<file path="config.mk">
export PLATFORM = sky130hd
export DESIGN_NAME = shift_add_multiplier
export DESIGN_NICKNAME = d
export VERILOG_FILES = /design/src/rtl/shift_add_multiplier.sv
export SDC_FILE = /design/constraint.sdc
export NUM_CORES = 1
export LEC_CHECK = 0
export ABC_AREA = 0
export BUFFER_PORTS_ARGS = -buffer_cell sky130_fd_sc_hd__buf_4
export CORE_ASPECT_RATIO = 0.75
export CORE_UTILIZATION = 35
export CTS_CLUSTER_SIZE = 25
export DETAILED_ROUTE_END_ITERATION = 16
export HOLD_SLACK_MARGIN = 0.03
export SYNTH_ARGS = -nofsm -noshare
export SYNTH_HDL_FRONTEND = slang
export SYNTH_SLANG_ARGS = --single-unit
export TNS_END_PERCENT = 5
</file>
<file path="constraint.sdc">
create_clock -name clk -period 6.2 [get_ports clk]
set_clock_uncertainty 0.1 [all_clocks]
set_input_delay 0.93 -clock clk [delete_from_list [all_inputs] [get_ports clk]]
set_output_delay 0.93 -clock clk [all_outputs]
set_load 0.02 [all_outputs]
</file>
<file path="src/rtl/shift_add_multiplier.sv">
// Iterative shift-and-add unsigned multiplier: P = A*B over W RUN cycles,
// with a start/busy/done handshake and a product register held until the next start.
//
// state | meaning
// ------+-----------------------------------------------------------
// IDLE  | waiting for start; A/B captured on the accepting edge
// RUN   | one partial-product step per cycle, W cycles in total
// DONE  | one-cycle done pulse; P already holds the new product
module shift_add_multiplier #(
  parameter int W = 4
) (
  input  logic           clk,
  input  logic           reset,
  input  logic           start,
  input  logic [W-1:0]   A,
  input  logic [W-1:0]   B,
  output logic           busy,
  output logic           done,
  output logic [2*W-1:0] P
);

  localparam int CW = (W > 2) ? $clog2(W) : 1;
  localparam logic [CW-1:0] LAST = CW'(W - 1);

  typedef enum logic [1:0] {
    S_IDLE = 2'b00,
    S_RUN  = 2'b01,
    S_DONE = 2'b10
  } state_t;

  state_t         state;
  logic [2*W-1:0] acc;
  logic [2*W-1:0] mcand;
  logic [W-1:0]   mplr;
  logic [CW-1:0]  count;
  logic [2*W-1:0] acc_sum;

  // The final step's add is folded into P, so the product lands on the RUN->DONE edge.
  always_comb begin
    acc_sum = acc;
    if (mplr[0]) acc_sum = acc + mcand;
  end

  always_ff @(posedge clk or negedge reset) begin
    if (!reset) begin
      state <= S_IDLE;
      busy  <= 1'b0;
      done  <= 1'b0;
      P     <= '0;
      acc   <= '0;
      mcand <= '0;
      mplr  <= '0;
      count <= '0;
    end else begin
      case (state)
        S_IDLE: begin
          done <= 1'b0;
          if (start) begin
            mcand <= {{W{1'b0}}, A};
            mplr  <= B;
            acc   <= '0;
            count <= '0;
            busy  <= 1'b1;
            state <= S_RUN;
          end
        end
        S_RUN: begin
          acc   <= acc_sum;
          mcand <= mcand << 1;
          mplr  <= mplr >> 1;
          count <= count + CW'(1);
          if (count == LAST) begin
            P     <= acc_sum;
            busy  <= 1'b0;
            done  <= 1'b1;
            state <= S_DONE;
          end
        end
        S_DONE: begin
          done  <= 1'b0;
          state <= S_IDLE;
        end
        default: begin
          busy  <= 1'b0;
          done  <= 1'b0;
          state <= S_IDLE;
        end
      endcase
    end
  end

endmodule

</file>
==> reports/qor.yml <==
reg2reg_depth: 7
antenna_left: 0
synth_cells: 173
fp.coreArea_um2: 4624
final-hold-violation-count: 0
grt_max_degree: 35
r2r_end: "P[6]"
max-vdd-ir-drop_mv: 0.2755
ys_warn_count: 0
nets: 213
power_uw: 1071
die_h_um: 63.31
drv_slew: 0
crit_family: "compound AO/OA/AOI/OAI gates"
grt_pass1_vias: 1397
cts_inserted_buffers: 5
period_share_pct: 36.00
cp_data_required_time_ps: 6300
period_minus_slack_ps: 2232
vias: 1314
cts_buffer_depth: 2
critical_path_depth: 5
avgSynthCellArea_um2: 10.14
drt_iter0_drc: 85
cp_max_fo: 16
hp-start: "P[2]"
area_delta_synth_final_pct: 17.55
clock_latency_ps: 280
yosysSeqAreaShare_pct: 48.50
die_x_um: 83.75
grt_setup_unrepaired: "false"
cts_hold_buf: 0
boundaryPins: 21
path_clk_slew_ps: 60
grt-ovfl-total: 0
status: "finished clean"
yosys_register_bits: 34
dieArea_um2: 5302
dr.pass1.iters: 4
slowest_stage: "o21bai_1"
crit_path_end: "acc[5]"
syn_nets: 193
cp.arrival_ps: 2330
clockRootBuffer: "clkbuf_8"
cap_violations: 0
via_per_inst: 5.256
setup_viol: 0
tritoncts: "yes"
postCtsSetupBuffers: 0
path_cells: "buf_4 > o21bai_1 > a21o_1 > nand2_1 > o21ai_0"
cp-start-kind: "primary input"
startpoint: "start"
n_fill_cell: 458
layout-drive-gt1-share_pct: 18.13
n_antenna_cell: 0
antenna_found_initial: 0
min_path_type: "reg -> reg"
ctsResizeCount: 0
power_density_nw_per_um2: 519.4
initial_core_util_pct: 37.93
rrSetupSlack_ps: 3980
fmax_mhz: 448.0
htree_levels: 2
worst_pin_slew_ps: 1037
cts_sinks: 34
track_usage_pct: 16.33
slowest_delay_ps: 800
crit_buf_inv: 1
wirelength_mm: 3.758
cp-end-kind: "flip-flop"
portBuffers: 20
slew_headroom_pct: 30.75
setup_tns_ps: 0
place_hpwl_mm: 2.716
synth_area_um2: 1754
reg2reg_from: "mcand[0]"
crit_type: "in -> reg"
route.detailed.drc: 0
rows: 21
p_leak_uw: 0.0009983
wl_per_cell_um: 15.03
gp_congestion: 0.8397
synth.distinct_cells: 35
grt_pass1_wl_mm: 6.693
[cell usage after synthesis]
library cell  count  area (um2)
nor3_1            2       10.01
nand4_2           1       12.51
or4b_1            1       10.01
a31oi_1           2       12.51
and3_1            3       18.77
dfrtp_1          34       850.8
mux2i_1           9       90.09
or4_1             1       7.510
nor2_1            9       33.78
clkbuf_1          5       18.77
o21a_1            1       7.510
a22oi_1           2       15.01
o31ai_1           2       15.01
xor2_1            3       26.28
a211oi_1          1       7.510
buf_2             3       15.01
a22o_1            5       43.79
a21o_2            1       8.760
fa_1              1       20.02
a21oi_1          12       60.06
o21ai_2           1       8.760
nand3_2           1       10.01
xnor2_1           2       17.52
a21o_1            1       7.510
a32o_1            4       40.04
a21oi_2           3       26.28
o311ai_0          1       8.760
nand3_1           1       5.000
o21bai_1          2       15.01
nor2b_1           6       37.54
nand2_1          22       82.58
o21ai_0          18       90.09
nand2b_1          1       6.260
ha_1              8       100.1
inv_1             4       15.01
[registers in the layout, indices dropped and copies added (netlist names)]
name	count
busy	1
mplr	4
state	2
acc	8
count	2
P	8
done	1
mcand	8
[area by class of cell]
cell class	instances	area, um2	share of cell area (%)
Inverter	4	15.01	0.7282
Timing Repair Buffer	21	157.7	7.646
Clock inverter	1	30.03	1.456
Multi-Input combinational cell	127	854.6	41.44
Clock buffer	6	82.58	4.005
Sequential cell	34	850.8	41.26
Tap cell	57	71.32	3.459
[how the worst min path moves through the flow]
stage	to	slack, ps	depth (start not counted)
after floorplan	mplr[1]	350	2
after global placement	mplr[1]	360	2
after detailed placement	P[2]	370	2
after CTS	P[2]	390	2
after global routing	P[2]	400	2
final	P[2]	380	2
[metrics by stage]
step / hold WS (ps) / setup slack, ps / cell area [um2] / instances / utilization [%]
floorplan: 349.6 / 4189 / 1754 / 173 / -
global placement: 362.4 / 3773 / 1949 / 243 / 42.15
detailed placement: 371.6 / 3705 / 1949 / 243 / 42.15
CTS: 385.5 / 3956 / 2062 / 250 / 44.59
global route: 401.1 / 3804 / 2062 / 250 / 44.59
finish: 375.7 / 3968 / 2062 / 250 / 44.59
[tightest hold or removal path, stage by stage (launching register included)]
cell and delay, ps:
dfrtp_1 340, nand2_1 40, o21ai_0 60
[cells by family (layout without fill, tap and decap cells)]
kind of cell    count (synthesis)  in the layout  synth area share (%)
fa+ha+maj                       9              9                 6.848
xor+xnor                        5              5                 2.497
buf+inv                        12             32                 2.781
mux                             9              9                 5.136
compound gates                 56             56                 20.90
flops                          34             34                 48.50
simple gates                   48             48                 13.34
[cell usage in the layout (no fill, tap or decap), drive strengths merged, types with 2 or more instances in the layout]
cell	n
xor2	3
clkbuf	6
nand2	22
o21ai	19
and3	3
o31ai	2
xnor2	2
mux2i	9
a31oi	2
inv	4
o21bai	2
dfrtp	34
nor2	9
nand3	2
a32o	4
buf	21
nor2b	6
a21o	2
nor3	2
a22oi	2
ha	8
a21oi	15
a22o	5
[where the power goes]
part	switching (uW)	total (uW)	internal, uW
sequential	87.4	399	311
clock	76.5	205	129
combinational	271	467	196
[layer usage]
layer,wire length (um),GRT usage [%],vias up
met2,1678,25.00,30
met5,0,0,-
met3,177,4.325,7
met1,1847,22.34,614
li1,-,-,663
met4,54,5.720,0
(Power assumes the default switching activity.)
